--- src/rtl/div_ratio_detector.sv ---
// div_ratio_detector: measures a divided clock's period, recovers its divide select, flags lock/change/stall
module div_ratio_detector #(
    parameter int SYNC_STAGES = 2,
    parameter int CNT_WIDTH   = 6,
    parameter int LOCK_COUNT  = 3
) (
    input  logic                 Clock_in,
    input  logic                 Reset,
    input  logic                 Clock_div,
    output logic [1:0]           Sel_out,
    output logic                 Locked,
    output logic [CNT_WIDTH-1:0] Period,
    output logic                 Error
);
    localparam logic [CNT_WIDTH-1:0] CNT_MAX = '1;
    localparam int MW = $clog2(LOCK_COUNT + 1);

    typedef enum logic [1:0] {IDLE, FIRST, CHECK, LOCKED} state_t;

    state_t                 state, state_nxt;
    logic [SYNC_STAGES-1:0] sync;
    logic                   s_prev, rise, legal, timeout;
    logic [CNT_WIDTH-1:0]   cnt, period_nxt, cand_per, sel_per;
    logic [1:0]             code, cand, cand_nxt, sel_nxt;
    logic [MW-1:0]          match, match_nxt;
    logic                   locked_nxt, error_nxt;

    // synchronize the divided clock and keep one delayed copy for rise detection
    always_ff @(posedge Clock_in or negedge Reset) begin
        if (!Reset) begin
            sync   <= '0;
            s_prev <= 1'b0;
        end else begin
            sync   <= {sync[SYNC_STAGES-2:0], Clock_div};
            s_prev <= sync[SYNC_STAGES-1];
        end
    end

    assign rise = sync[SYNC_STAGES-1] & ~s_prev;

    // period counter: restarts at 1 on each rise so it reads P on the next one, saturates otherwise
    always_ff @(posedge Clock_in or negedge Reset) begin
        if (!Reset)
            cnt <= '0;
        else
            cnt <= rise ? CNT_WIDTH'(1) : (cnt == CNT_MAX ? cnt : cnt + 1'b1);
    end

    assign legal    = cnt == CNT_WIDTH'(2) || cnt == CNT_WIDTH'(4) ||
                      cnt == CNT_WIDTH'(8) || cnt == CNT_WIDTH'(16);
    assign code     = cnt == CNT_WIDTH'(4)  ? 2'b01 :
                      cnt == CNT_WIDTH'(8)  ? 2'b10 :
                      cnt == CNT_WIDTH'(16) ? 2'b11 : 2'b00;
    assign cand_per = CNT_WIDTH'(2) << cand;
    assign sel_per  = CNT_WIDTH'(2) << Sel_out;
    assign timeout  = state != IDLE && !rise && cnt == CNT_MAX;

    // FSM state and registered outputs
    always_ff @(posedge Clock_in or negedge Reset) begin
        if (!Reset) begin
            state   <= IDLE;
            cand    <= 2'b00;
            match   <= '0;
            Sel_out <= 2'b00;
            Locked  <= 1'b0;
            Period  <= '0;
            Error   <= 1'b0;
        end else begin
            state   <= state_nxt;
            cand    <= cand_nxt;
            match   <= match_nxt;
            Sel_out <= sel_nxt;
            Locked  <= locked_nxt;
            Period  <= period_nxt;
            Error   <= error_nxt;
        end
    end

    // next state: a stalled divided clock wins over everything, otherwise act only on rise cycles
    always_comb begin
        state_nxt  = state;
        cand_nxt   = cand;
        match_nxt  = match;
        sel_nxt    = Sel_out;
        locked_nxt = Locked;
        period_nxt = Period;
        error_nxt  = 1'b0;
        if (timeout) begin
            state_nxt  = IDLE;
            locked_nxt = 1'b0;
            error_nxt  = 1'b1;
        end else if (rise) begin
            if (state != IDLE)
                period_nxt = cnt;
            unique case (state)
                IDLE: state_nxt = FIRST;
                FIRST: begin
                    if (legal) begin
                        cand_nxt  = code;
                        match_nxt = MW'(1);
                        state_nxt = CHECK;
                    end else begin
                        error_nxt = 1'b1;
                    end
                end
                CHECK: begin
                    if (cnt == cand_per) begin
                        match_nxt = match + 1'b1;
                        if (match_nxt == MW'(LOCK_COUNT)) begin
                            state_nxt  = LOCKED;
                            sel_nxt    = cand;
                            locked_nxt = 1'b1;
                        end
                    end else if (legal) begin
                        cand_nxt  = code;
                        match_nxt = MW'(1);
                    end else begin
                        error_nxt = 1'b1;
                        state_nxt = FIRST;
                    end
                end
                LOCKED: begin
                    if (cnt != sel_per) begin
                        locked_nxt = 1'b0;
                        error_nxt  = 1'b1;
                        if (legal) begin
                            cand_nxt  = code;
                            match_nxt = MW'(1);
                            state_nxt = CHECK;
                        end else begin
                            state_nxt = FIRST;
                        end
                    end
                end
            endcase
        end
    end
endmodule

--- config.mk ---
export PLATFORM = sky130hd
export DESIGN_NAME = div_ratio_detector
export DESIGN_NICKNAME = d
export VERILOG_FILES = /design/src/rtl/div_ratio_detector.sv
export SDC_FILE = /design/constraint.sdc
export NUM_CORES = 1
export LEC_CHECK = 0
export BUFFER_PORTS_ARGS = -buffer_cell sky130_fd_sc_hd__buf_2
export CAP_MARGIN = 20
export CORE_UTILIZATION = 31
export DETAILED_ROUTE_END_ITERATION = 7
export PLACE_DENSITY_LB_ADDON = 0.1
export SETUP_SLACK_MARGIN = 0.2
export SYNTH_ARGS = -nofsm -noshare
export SYNTH_HDL_FRONTEND = slang
export SYNTH_SLANG_ARGS = --single-unit
--- constraint.sdc ---
create_clock -name Clock_in -period 2.4 [get_ports Clock_in]
set_input_delay 0.48 -clock Clock_in [delete_from_list [all_inputs] [get_ports Clock_in]]
set_output_delay 0.48 -clock Clock_in [all_outputs]
set_load 0.01 [all_outputs]
==> reports/results.ini <==
[run_status]
outcome=finished, final reports clean

[timing]
hold_viol_final=0
fin_tns_setup_ps=0
grt_setup_unrepaired=false
slew_violations=0
worst_clock_skew_ps=2.09
final_setup_violations=0
worst_slew_margin_rel=0.628
post-route-min-period_ps=2080
post-route-period-util=0.868
fmax_ghz=0.480
timing_worst_slew_pin_value_ps=558

[cts]
cts_inserted_buffers=3
clkLatencyLatePin_ps=270
clock-root-buffer=sky130_fd_sc_hd__clkbuf_8
tritoncts=done
htree_num_levels=1
clkTransAtPathRegs_ps=80
cts_sinks=25
cts.hold.buffers_added=0
clk_path_buf_depth=2

[synth]
async_flop_share=1.00
yosys.cell_count.top_type=sky130_fd_sc_hd__dfrtp_1
yosys_register_bits=25
synth_top_flop_cell=sky130_fd_sc_hd__dfrtp_1
yosysSeqAreaShare=0.436
syn-cell-area_sq_mm=0.00143
synth_top_area_frac=0.436
yosys-top-cells-count=sky130_fd_sc_hd__dfrtp_1 (25), sky130_fd_sc_hd__nand2_1 (12), sky130_fd_sc_hd__nor2_1 (8)
syn-instance-count=136
postSynthAreaPerCell_sq_um=10.5
synth_edf_count=0
synthTopCellsByArea=sky130_fd_sc_hd__dfrtp_1 (44%), sky130_fd_sc_hd__mux2_2 (4.7%), sky130_fd_sc_hd__ha_1 (3.5%), sky130_fd_sc_hd__nand2_1 (3.1%), sky130_fd_sc_hd__mux2_4 (2.1%)
synth.largest_area_cell=sky130_fd_sc_hd__dfrtp_1
synth.net_count=143
yosysWarningCount=0
yosys.cell_types.count=49

[setup_path]
crit_end=cand[1]$_DFFE_PN0P_
path_class=reg -> reg
worst_ep_required_time_ps=2550
path_max_fanout=6
startpoint=cnt[1]$_DFFE_PN0P_
slack_of_the_worst_reg_to_reg_path_ps=320
setup.worst_path.start_class=flip-flop
worstRegToRegCells=8
r2r-end=cand[1]$_DFFE_PN0P_
timing.rr.start=cnt[1]$_DFFE_PN0P_
crit_arrival_ps=2240
cp-end-kind=flip-flop

[finish]
synthToLayoutAreaGrowth_pct=15.8
post_route_cells_drive_above_1_share=0.331
n_antenna_cell=0
num-nets-final=165
fillers=438

[floorplanning]
placeableCoreArea_sq_mm=0.00441
chipWidth_um=70.0
rows=24
floorplan.die_area_sq_mm=0.00490
die_h_um=70.0
starting_density_of_the_core=0.325
pin_count=13

[route]
drt_drc_violations_left=0
detail_route.iter0.violations=44
wire_per_inst_um=14.6
drt-pass1-iter-count=4
remaining_number_of_nets_flagged_by_the_antenna_check_after_routing=0
totalWireLength_um=3050
detail_route.vias_per_cell=5.22
total_vias_in_the_final_route=1090

[pwr]
powerDensity_mw_per_mm2=938
netSwitchingPower_mw=0.610
power_report.internal_total_mw=0.947
static-leakage-power_nw=0.751
finalPower_mw=1.56
p_sw_frac=0.392
comb_power_share=0.402
peak_supply_drop_mv=0.419
clockPowerShare=0.160
sequentialPowerShare=0.439

[global_routing]
grt_antenna_before_repair=0
via_count_of_the_first_global_routing_pass=1048
pin_count_of_the_biggest_net_entering_global_routing=26
track_usage=0.133
wire_length_of_the_first_global_routing_pass_um=5170
remaining_global_route_overflow=0

[placement]
routabilityCongestion=0.846
io_buffers=12
hpwl_um=2180

[hold_path]
min-delay-path-class=in -> async

[job]
timing.max_cap.violations=0

==> how the worst min path moves through the flow <==
| stage | from | end | slack [ps] | cells past startpoint |
|---|---|---|---|---|
| global route | Reset | Sel_out[0]$_DFFE_PN0P_ | 240 | 1 |
| global placement | sync[0]$_DFF_PN0_ | sync[1]$_DFF_PN0_ | 350 | 0 |
| finish | Reset | Sel_out[0]$_DFFE_PN0P_ | 190 | 1 |
| CTS | Reset | Sel_out[0]$_DFFE_PN0P_ | 220 | 1 |
| floorplan | Reset | Error$_DFF_PN0_ | 180 | 0 |
| detailed placement | sync[0]$_DFF_PN0_ | sync[1]$_DFF_PN0_ | 340 | 0 |
==> flip-flops by register name (all words and copies together), names as in the netlist <==
signal	cells
Period	6
cnt	6
Sel_out	2
cand	2
match	2
state	2
sync	2
Error	1
Locked	1
s_prev	1
==> timing repair <==
| action | in CTS | in global routing |
|---|---|---|
| endpoints found under the setup margin | 1 | 2 |
| resized for setup | 1 | 3 |
| pin swaps | 0 | 0 |
| setup buffers | 0 | 4 |
==> worst max-delay path: stages, from the launching register on <==
cell and delay, ps:
sky130_fd_sc_hd__dfrtp_2 430, sky130_fd_sc_hd__inv_1 100, sky130_fd_sc_hd__ha_1 240, sky130_fd_sc_hd__and4bb_1 200, sky130_fd_sc_hd__a31o_2 230, sky130_fd_sc_hd__o211ai_1 230
sky130_fd_sc_hd__a31oi_2 90, sky130_fd_sc_hd__nand2_2 140, sky130_fd_sc_hd__mux2_1 320
==> area by class of cell <==
cell class	count	area (sq um)	area share
Timing Repair Buffer	24	150	0.0904
Clock buffer	4	45.0	0.0271
Tap cell	52	65.1	0.0392
Inverter	7	26.3	0.0158
Multi-Input combinational cell	97	744	0.448
Sequential cell	25	629	0.379
==> metrics by stage <==
stage | setup slack, ps | hold slack (ps) | utilization | instance area, sq um | cells
floorplan | 449 | 184 | - | 1430 | 136
CTS | 250 | 219 | 0.368 | 1630 | 205
detailed placement | 211 | 340 | 0.358 | 1580 | 201
global route | 188 | 241 | 0.376 | 1660 | 209
global placement | 193 | 350 | 0.358 | 1580 | 201
finish | 317 | 192 | 0.376 | 1660 | 209
==> placed cells by master (no fill, tap or decap), drive strengths merged, types with 2 or more instances in the layout <==
master	n
a211oi	2
a21oi	5
a31oi	3
buf	24
clkbuf	4
dfrtp	25
ha	4
inv	7
mux2	10
mux2i	2
nand2	13
nand2b	3
nand3	3
nand3b	3
nand4	3
nor2	9
nor2b	2
nor3	5
o211ai	4
o21ai	5
or3	2
xnor2	3
==> power groups by stage <==
stage	Sequential, mW	Combinational [mW]	Clock, mW
global route	0.706	0.694	0.274
detailed placement	0.689	0.610	0
finish	0.683	0.626	0.249
floorplan	0.629	0.489	0
global placement	0.687	0.615	0
CTS	0.681	0.614	0.260
==> routing by layer <==
metal  wire (um)  GRT usage
met2        1370      0.202
met3         112     0.0188
met4          39     0.0422
met1        1530      0.196
met5           0          0
==> logic make-up after synthesis <==
group                    synth area share
AND/OR/NAND/NOR                     0.197
AO/OA/AOI/OAI                       0.163
flip-flops                          0.436
buffers and inverters              0.0462
multiplexers                       0.0977
XOR/XNOR                           0.0244
adder cells (fa/ha/maj)            0.0349
No activity file was read; power rests on OpenSTA's default activity.
